==> src/rtl/alu_writeback_if.sv <==
// Bundle between the ALU and the execute/writeback stage: register read ports,
// flag outputs, result handshake and the clear-in-progress indicator.
interface alu_writeback_if #(
  parameter int DATA_W   = 16,
  parameter int NUM_REGS = 8
);
  localparam int ADDR_W = $clog2(NUM_REGS);

  logic [ADDR_W-1:0] rd_a_addr;
  logic [DATA_W-1:0] rd_a_data;
  logic [ADDR_W-1:0] rd_b_addr;
  logic [DATA_W-1:0] rd_b_data;
  logic              zero_flag;
  logic              carry_flag;
  logic              in_valid;
  logic              in_ready;
  logic [DATA_W:0]   in_result;
  logic              in_zero;
  logic              in_carry;
  logic              in_cond_met;
  logic              in_wr_en;
  logic              in_flags_en;
  logic [ADDR_W-1:0] in_dest;
  logic              busy;

  modport slave (
    input  rd_a_addr, rd_b_addr, in_valid, in_result, in_zero, in_carry,
           in_cond_met, in_wr_en, in_flags_en, in_dest,
    output rd_a_data, rd_b_data, zero_flag, carry_flag, in_ready, busy
  );

  modport master (
    output rd_a_addr, rd_b_addr, in_valid, in_result, in_zero, in_carry,
           in_cond_met, in_wr_en, in_flags_en, in_dest,
    input  rd_a_data, rd_b_data, zero_flag, carry_flag, in_ready, busy
  );
endinterface

==> src/rtl/alu_writeback.sv <==
// Execute/writeback stage: register file, Z/C flags and a one-deep commit slot
// whose contents are forwarded to the read ports so dependent ops never stall.
//
//   state    | meaning
//   ---------+------------------------------------------------------------
//   ST_CLEAR | zeroing one register per cycle; in_ready=0, busy=1
//   ST_RUN   | accepting ALU results every cycle; left only through rst
module alu_writeback #(
  parameter int DATA_W   = 16,
  parameter int NUM_REGS = 8
) (
  input logic           clk,
  input logic           rst,
  alu_writeback_if.slave wb
);
  localparam int ADDR_W = $clog2(NUM_REGS);

  typedef enum logic {
    ST_CLEAR,
    ST_RUN
  } state_e;

  state_e            state_q;
  logic [ADDR_W-1:0] clr_idx_q;
  logic [DATA_W-1:0] regs_q [NUM_REGS];
  logic              z_q;
  logic              c_q;
  logic              ready_q;
  logic              busy_q;

  logic              slot_vld_q;
  logic              slot_we_q;
  logic              slot_fe_q;
  logic              slot_z_q;
  logic              slot_c_q;
  logic [ADDR_W-1:0] slot_dest_q;
  logic [DATA_W-1:0] slot_data_q;

  logic              accept;
  logic              unused_result_carry;

  assign accept = wb.in_valid & ready_q;
  // The ALU carry-out bit of the result never reaches a register; C comes from in_carry.
  assign unused_result_carry = wb.in_result[DATA_W];

  always_ff @(posedge clk) begin
    if (rst) begin
      state_q    <= ST_CLEAR;
      clr_idx_q  <= '0;
      ready_q    <= 1'b0;
      busy_q     <= 1'b1;
      z_q        <= 1'b0;
      c_q        <= 1'b0;
      slot_vld_q <= 1'b0;
    end else begin
      slot_vld_q <= accept;
      if (accept) begin
        slot_dest_q <= wb.in_dest;
        slot_data_q <= wb.in_result[DATA_W-1:0];
        slot_z_q    <= wb.in_zero;
        slot_c_q    <= wb.in_carry;
        slot_we_q   <= wb.in_cond_met & wb.in_wr_en;
        slot_fe_q   <= wb.in_cond_met & wb.in_flags_en;
      end

      if (slot_vld_q && slot_we_q) begin
        regs_q[slot_dest_q] <= slot_data_q;
      end
      if (slot_vld_q && slot_fe_q) begin
        z_q <= slot_z_q;
        c_q <= slot_c_q;
      end

      case (state_q)
        ST_CLEAR: begin
          regs_q[clr_idx_q] <= '0;
          clr_idx_q         <= clr_idx_q + ADDR_W'(1);
          if (clr_idx_q == ADDR_W'(NUM_REGS - 1)) begin
            state_q <= ST_RUN;
            ready_q <= 1'b1;
            busy_q  <= 1'b0;
          end
        end
        ST_RUN:  state_q <= ST_RUN;
        default: state_q <= ST_CLEAR;
      endcase
    end
  end

  // A slot that is about to commit is the newest value, so it wins over the array.
  assign wb.rd_a_data  = (slot_vld_q && slot_we_q && (slot_dest_q == wb.rd_a_addr))
                         ? slot_data_q : regs_q[wb.rd_a_addr];
  assign wb.rd_b_data  = (slot_vld_q && slot_we_q && (slot_dest_q == wb.rd_b_addr))
                         ? slot_data_q : regs_q[wb.rd_b_addr];
  assign wb.zero_flag  = (slot_vld_q && slot_fe_q) ? slot_z_q : z_q;
  assign wb.carry_flag = (slot_vld_q && slot_fe_q) ? slot_c_q : c_q;
  assign wb.in_ready   = ready_q;
  assign wb.busy       = busy_q;
endmodule

==> src/flat_wrapper.sv <==
// flat-port wrapper written by rule: the top's interface ports become plain ports
module alu_writeback_flat 
#(
  parameter int DATA_W   = 16,
  parameter int NUM_REGS = 8
)
  (clk, rst, wb_rd_a_addr, wb_rd_b_addr, wb_in_valid, wb_in_result, wb_in_zero, wb_in_carry, wb_in_cond_met, wb_in_wr_en, wb_in_flags_en, wb_in_dest, wb_rd_a_data, wb_rd_b_data, wb_zero_flag, wb_carry_flag, wb_in_ready, wb_busy);
  alu_writeback_if #(.DATA_W(DATA_W), .NUM_REGS(NUM_REGS)) wb_i ();
  input logic clk;
  input logic rst;
  input wire logic [$bits(wb_i.rd_a_addr)-1:0] wb_rd_a_addr;
  input wire logic [$bits(wb_i.rd_b_addr)-1:0] wb_rd_b_addr;
  input wire logic [$bits(wb_i.in_valid)-1:0] wb_in_valid;
  input wire logic [$bits(wb_i.in_result)-1:0] wb_in_result;
  input wire logic [$bits(wb_i.in_zero)-1:0] wb_in_zero;
  input wire logic [$bits(wb_i.in_carry)-1:0] wb_in_carry;
  input wire logic [$bits(wb_i.in_cond_met)-1:0] wb_in_cond_met;
  input wire logic [$bits(wb_i.in_wr_en)-1:0] wb_in_wr_en;
  input wire logic [$bits(wb_i.in_flags_en)-1:0] wb_in_flags_en;
  input wire logic [$bits(wb_i.in_dest)-1:0] wb_in_dest;
  output wire logic [$bits(wb_i.rd_a_data)-1:0] wb_rd_a_data;
  output wire logic [$bits(wb_i.rd_b_data)-1:0] wb_rd_b_data;
  output wire logic [$bits(wb_i.zero_flag)-1:0] wb_zero_flag;
  output wire logic [$bits(wb_i.carry_flag)-1:0] wb_carry_flag;
  output wire logic [$bits(wb_i.in_ready)-1:0] wb_in_ready;
  output wire logic [$bits(wb_i.busy)-1:0] wb_busy;
  assign wb_i.rd_a_addr = wb_rd_a_addr;
  assign wb_i.rd_b_addr = wb_rd_b_addr;
  assign wb_i.in_valid = wb_in_valid;
  assign wb_i.in_result = wb_in_result;
  assign wb_i.in_zero = wb_in_zero;
  assign wb_i.in_carry = wb_in_carry;
  assign wb_i.in_cond_met = wb_in_cond_met;
  assign wb_i.in_wr_en = wb_in_wr_en;
  assign wb_i.in_flags_en = wb_in_flags_en;
  assign wb_i.in_dest = wb_in_dest;
  assign wb_rd_a_data = wb_i.rd_a_data;
  assign wb_rd_b_data = wb_i.rd_b_data;
  assign wb_zero_flag = wb_i.zero_flag;
  assign wb_carry_flag = wb_i.carry_flag;
  assign wb_in_ready = wb_i.in_ready;
  assign wb_busy = wb_i.busy;
  alu_writeback #(.DATA_W(DATA_W), .NUM_REGS(NUM_REGS)) u_core (.clk(clk), .rst(rst), .wb(wb_i));
endmodule
==> config.mk <==
export PLATFORM = sky130hd
export DESIGN_NAME = alu_writeback_flat
export DESIGN_NICKNAME = d
export VERILOG_FILES = /design/src/rtl/alu_writeback_if.sv /design/src/rtl/alu_writeback.sv /design/src/flat_wrapper.sv
export SDC_FILE = /design/constraint.sdc
export NUM_CORES = 1
export LEC_CHECK = 0
export CAP_MARGIN = 20
export CORE_ASPECT_RATIO = 0.5
export CORE_MARGIN = 4
export CORE_UTILIZATION = 40
export CTS_BUF_LIST = sky130_fd_sc_hd__clkbuf_4 sky130_fd_sc_hd__clkbuf_8
export DETAILED_ROUTE_END_ITERATION = 10
export SETUP_SLACK_MARGIN = 0.3
export SKIP_CTS_REPAIR_TIMING = 1
export SYNTH_ARGS = -nofsm -noshare
export SYNTH_HDL_FRONTEND = slang
export SYNTH_SLANG_ARGS = --single-unit
==> constraint.sdc <==
create_clock -name clk -period 5.7 [get_ports clk]
set_clock_uncertainty 0.1 [all_clocks]
set_input_delay 0.57 -clock clk [delete_from_list [all_inputs] [get_ports clk]]
set_output_delay 0.57 -clock clk [all_outputs]
set_load 0.005 [all_outputs]
==> flow_metrics.py, run 1 <==
metrics = {
    "final_layout": {
        "areaGrowthSynthToFinish_pct": 12.8,
        "n_antenna_cell": 0,
        "final_cell_mix": "dfxtp_1 (137), a21oi_1 (129), nand3_1 (128)",
        "mostFrequentLayoutCell": "dfxtp_1",
        "final_layout_size_suffix_gt1_share_pct": 18.8,
        "nets": 869,
        "finalNonFillerCells": 1138,
    },
    "placement": {
        "dpl.cell_count": 1104,
        "place_hpwl_mm": 15.0,
        "gp_congestion": 0.788,
        "port_buffers": 68,
    },
    "power": {
        "p_per_area_nw_per_um2": 221,
        "irDropWorstVdd_v": 0.000136,
        "finalPower_uw": 2170,
        "power.leakage_uw": 0.00354,
    },
    "floorplanning": {
        "rows": 37,
        "initial_core_util_pct": 41.5,
        "core_area_um2": 21000,
        "dieHeight_um": 112,
        "io_pins": 70,
        "die_x_um": 217,
        "dieArea_um2": 24400,
    },
    "routing": {
        "drc": 0,
        "num_vias": 7090,
        "final_antenna_net_count": 0,
        "drt-total-wl_mm": 26.9,
        "drtIter0Drc": 678,
        "wl_per_cell_um": 23.6,
        "drt_pre_antenna_iters": 5,
        "via_per_inst": 6.23,
    },
    "sta": {
        "timing.final.hold_violations": 0,
        "max_freq_ghz": 0.235,
        "finalSetupViolations": 0,
        "finalSetupTns_ns": 0,
        "period_needed_ns": 4.26,
        "drv_slew": 0,
        "slew_headroom_pct": 21.1,
        "fin_crit_sh_pct": 74.7,
        "rsz0062_at_grt": "no",
        "tightest_slew_ns": 1.18,
    },
    "global_routing": {
        "first_global_vias": 7056,
        "antenna_found_initial": 0,
        "grt_max_degree": 65,
        "grt_pass1_wl_mm": 41.8,
        "grt-ovfl-total": 0,
        "track_usage_pct": 22.2,
    },
    "yosys": {
        "synth-seq-area-share_pct": 39.4,
        "syn_area_um2": 8710,
        "syn_area_per_cell_um2": 10.4,
        "synth_nets": 870,
        "synthCells": 834,
        "synth_top_area_cell": "dfxtp_1",
        "synth_warnings": 0,
        "netlist.area_leader.share_pct": 31.5,
        "ys_seq_elements": 160,
        "synth.area.top_cells": "dfxtp_1 (31%), mux4_1 (12%), edfxtp_1 (7.9%), a21oi_1 (7.4%), nand3_1 (7.4%)",
        "yosysUniqueCellTypes": 43,
    },
    "critical_path": {
        "cp.arrival_ns": 3.59,
        "crit_chain": "clkdlybuf4s50_1 > buf_4 > xnor2_1 > nand4_1 > buf_4 > mux2_4 > clkdlybuf4s50_1",
        "start_kind": "primary input",
        "crit_type": "primary input to primary output",
        "crit_slowest_cell": "nand4_1",
        "cp.required_ns": 5.03,
        "critPathTopFamily": "buffers and inverters",
        "worstPathBufferInverterCount": 4,
        "cp-end-kind": "primary output",
        "worst-path-max-fanout": 17,
        "critPathMaxStageDelay_ns": 0.74,
    },
    "clocking": {
        "insertion_delay_ns": 0.47,
        "clock_sinks": 160,
        "clkTransAtPathRegs_ns": 0.08,
        "cts_root_buf": "clkbuf_8",
        "htree_levels": 4,
        "cts_tree": "built",
        "cts_buffers": 17,
        "cts.path.max_buffers": 2,
    },
    "outcome": {
        "status": "completed",
    },
    "run": {
        "max_cap_viol_count": 0,
    },
    "hold_path": {
        "hold_path_class": "flop to flop",
    },
}
layer usage:
| layer | global-route usage [%] | vias to the layer above | wire, µm |
|---|---|---|---|
| li1 | - | 3161 | - |
| met1 | 31.7 | 3553 | 12100 |
| met2 | 33.9 | 340 | 12000 |
| met3 | 4.84 | 36 | 2350 |
| met4 | 7.07 | 0 | 476 |
| met5 | 0 | - | 0 |
final timing paths:
| check | depth (start not counted) | startpoint | slack (ns) | to |
|---|---|---|---|---|
| max reg2reg | 4 | u_core.slot_dest_q[0] | 3.26 | u_core.regs_q[3][12] |
| min | 1 | u_core.wb.busy | 0.37 | u_core.wb.busy |
| min reg2reg | 1 | u_core.wb.busy | 0.37 | u_core.wb.busy |
| max | 7 | wb_rd_a_addr[1] | 1.44 | wb_rd_a_data[9] |
logic make-up (layout without fill, tap and decap cells):
logic type,Yosys count,count (layout),share of synthesized area (%)
buffers and inverters,106,118,6.68
multiplexers,132,132,27.8
flip-flops,160,160,39.4
XOR/XNOR,7,7,0.704
AND/OR/NAND/NOR,169,169,10.3
AO/OA/AOI/OAI,258,258,14.8
adder cells (fa/ha/maj),2,2,0.287
power breakdown:
group | internal, µW | switching, µW
combinational | 65.9 | 74.1
clock | 427 | 448
sequential | 1150 | 8.86
total | 1640 | 531
area by class of cell:
cell class	instances	area, µm²
multi-input cells	568	4810
clock buffers	23	285
flip-flops and latches	160	3430
well taps	292	365
fillers	1917	11100
inverters	1	3.75
clock inverters	9	106
repair buffers	85	826
cells in the mapped netlist, drive strengths merged:
cell     number
nand2b        4
edfxtp       23
or3           1
a21oi       129
a21o          1
o21ai       128
xor2          1
nand4         2
clkbuf       67
mux4         64
ha            2
dfxtp       137
nor3b         2
nor2         10
nor4bb        1
inv           1
mux2i         2
nand4bb       1
and4b         1
mux2         66
nand4b        1
nand2         2
nand3b        1
or3b          2
and2          4
nand3       128
buf          38
xnor2         6
or2           1
nor2b         4
nor3          4
stage by stage:
step	util (%)	instance area, µm²	worst slack [ns]	hold WS [ns]
global route	46.9	9830	1.43	0.392
CTS	46.7	9790	1.52	0.376
floorplan	-	8710	2.64	0.351
detailed placement	44.8	9390	1.53	0.356
finish	46.9	9830	1.44	0.373
global placement	44.8	9390	1.56	0.335
state kept, by name (all words and copies together), names as in the netlist:
register            flops
u_core.slot_data_q     16
u_core.regs_q         128
u_core.wb.in_ready      1
u_core.slot_vld_q       1
u_core.wb.busy          1
u_core.slot_c_q         1
u_core.c_q              1
u_core.slot_dest_q      3
u_core.z_q              1
u_core.clr_idx_q        3
u_core.slot_z_q         1
u_core.state_q          1
u_core.slot_fe_q        1
u_core.slot_we_q        1
No activity file was read; power rests on OpenSTA's default activity.
==> run 2, diff against run 1 <==
- clock period: 5.7 -> 3.6 ns (I/O delays scaled with it)
==> run 2 against run 1 <==
Non-clock buffer count rose by 15. First-iteration DRC count rose by 6.8%. Combinational power is 59% higher. Clock-buffer cell count decreased by 3. Largest cell class unchanged. Largest power group unchanged.
==> flow_metrics.py, run 2 (same netlist as run 1, synthesis figures left out) <==
metrics = {
    "critical_path": {
        "critPathMaxStageDelay_ns": 0.56,
        "cp.required_ns": 3.14,
        "r2r_start": "u_core.slot_dest_q[2]",
        "crit_slowest_cell": "mux4_1",
        "reg2regPathDepth": 3,
        "r2r-end": "u_core.regs_q[5][12]",
        "start_kind": "primary input",
        "crit_chain": "buf_2 > buf_4 > mux4_1 > mux2_2 > mux2_2 > clkdlybuf4s50_1",
        "cp.arrival_ns": 2.69,
        "critPathTopFamily": "buffers and inverters",
        "worst-path-max-fanout": 14,
        "crit_type": "primary input to primary output",
        "crit_top_cell": "mux2_2",
        "worstPathBufferInverterCount": 3,
        "reg2reg_slack_ns": 1.49,
        "cp-end-kind": "primary output",
    },
    "final_layout": {
        "mostFrequentLayoutCell": "dfxtp_1",
        "largest_reg_flops": 128,
        "final_layout_size_suffix_gt1_share_pct": 19.7,
        "num-fill-cells": 1883,
        "areaGrowthSynthToFinish_pct": 14.5,
        "reg_top3": "u_core.regs_q: 128 flops, u_core.slot_data_q: 16 flops",
        "final_area_um2": 9980,
        "n_antenna_cell": 0,
        "nets": 884,
        "final_cell_mix": "dfxtp_1 (137), a21oi_1 (129), nand3_1 (128)",
        "max_flop_register": "u_core.regs_q",
    },
    "clocking": {
        "htree_levels": 4,
        "cts.path.max_buffers": 2,
        "cts_tree": "built",
        "insertion_delay_ns": 0.46,
        "clock_sinks": 160,
        "clkTransAtPathRegs_ns": 0.09,
        "cts_root_buf": "clkbuf_8",
        "cts_buffers": 17,
    },
    "floorplanning": {
        "dieArea_um2": 24400,
        "die_x_um": 217,
        "dieHeight_um": 112,
        "rows": 37,
        "core_area_um2": 21000,
        "initial_core_util_pct": 41.5,
        "io_pins": 70,
    },
    "power": {
        "irDropWorstVdd_v": 0.000224,
        "p_per_area_nw_per_um2": 348,
        "power.leakage_uw": 0.00365,
        "p_sw_share_pct": 23.5,
        "p_clk_share_pct": 40.7,
        "power.sequential.fraction_pct": 52.9,
        "switchingPower_uw": 816,
        "intPower_uw": 2650,
        "combPwrFrac_pct": 6.4,
    },
    "routing": {
        "drt_pre_antenna_iters": 6,
        "drt-total-wl_mm": 26.3,
        "num_vias": 7088,
        "final_antenna_net_count": 0,
        "wl_per_cell_um": 22.8,
        "via_per_inst": 6.15,
        "drtIter0Drc": 724,
        "drc": 0,
    },
    "sta": {
        "slew_headroom_pct": 26.8,
        "finalSetupViolations": 0,
        "finalSetupTns_ns": 0,
        "fin_crit_sh_pct": 87.4,
        "rsz0062_at_grt": "no",
        "drv_slew": 0,
        "tightest_slew_ns": 1.10,
        "max_freq_ghz": 0.318,
        "period_needed_ns": 3.15,
        "timing.final.hold_violations": 0,
    },
    "placement": {
        "gp_congestion": 0.801,
        "place_hpwl_mm": 15.0,
        "placed_area_um2": 9530,
        "port_buffers": 68,
    },
    "hold_path": {
        "hp-start": "wb_in_result[13]",
        "worstHoldPathCells": 1,
        "hold_path_class": "primary input to flop",
        "holdPathEnd": "u_core.slot_data_q[13]",
    },
    "outcome": {
        "status": "completed",
    },
    "global_routing": {
        "grt_max_degree": 65,
        "grt-ovfl-total": 0,
        "track_usage_pct": 21.3,
        "antenna_found_initial": 0,
        "first_global_vias": 7035,
        "grt_pass1_wl_mm": 40.6,
    },
    "run": {
        "max_cap_viol_count": 0,
    },
}
==> run 2: changes by cell type in the layout (fill, tap and decap cells not counted), moves of 3 or more <==
| cell | before | now |
|---|---|---|
| nor3_2 | 0 | 4 |
| nor2_1 | 5 | 9 |
| buf_12 | 0 | 5 |
| nor3_4 | 4 | 0 |
| inv_4 | 4 | 0 |
| nor2_2 | 4 | 0 |
| clkinv_4 | 0 | 4 |
| buf_4 | 15 | 26 |
| clkbuf_4 | 5 | 2 |
==> run 2: per-layer routing <==
layer	vias to the layer above	global-route usage, %	part of all wire, %
met2	357	33.9	46
met4	0	5.79	1.6
li1	3193	-	-
met5	-	0	0
met3	39	5.49	8.8
met1	3499	29.0	44
==> run 2: how the worst max path moves through the flow <==
stage / startpoint / end / slack (ns) / cells past startpoint
2_1_floorplan: rst / u_core.slot_c_q / 0.75 / 2
3_3_place_gp: wb_rd_b_addr[0] / wb_rd_b_data[0] / 0.49 / 6
3_5_place_dp: wb_rd_b_addr[0] / wb_rd_b_data[0] / 0.47 / 6
4_1_cts: wb_rd_b_addr[0] / wb_rd_b_data[0] / 0.47 / 6
5_1_grt: wb_rd_b_addr[0] / wb_rd_b_data[0] / 0.42 / 6
6_report: wb_rd_b_addr[0] / wb_rd_b_data[0] / 0.45 / 6
==> run 2: power groups by stage <==
| stage | logic, µW | registers [µW] | clock network, µW |
|---|---|---|---|
| 6_report | 222 | 1830 | 1410 |
| 5_1_grt | 234 | 1840 | 1510 |
| 3_5_place_dp | 222 | 1880 | 0 |
| 2_1_floorplan | 134 | 1870 | 0 |
| 3_3_place_gp | 219 | 1870 | 0 |
| 4_1_cts | 222 | 1830 | 1440 |
==> run 2: cell type report <==
cell class,instances,area (µm²),area share [%]
clock buffers,20,263,2.63
multi-input cells,568,4760,47.7
flip-flops and latches,160,3430,34.4
clock inverters,12,159,1.59
well taps,292,365,3.66
repair buffers,100,993,9.95
inverters,1,3.75,0.0376
==> run 2: metrics by stage <==
step | cells | utilization, % | worst slack, ns | hold WS, ns | total power, µW
4_1_cts | 1152 | 47.5 | 0.465 | 0.316 | 3490
2_1_floorplan | 834 | - | 0.749 | 0.351 | 2000
3_3_place_gp | 1120 | 45.4 | 0.487 | 0.336 | 2090
3_5_place_dp | 1120 | 45.4 | 0.469 | 0.346 | 2100
5_1_grt | 1153 | 47.6 | 0.416 | 0.322 | 3580
6_report | 1153 | 47.6 | 0.454 | 0.348 | 3470
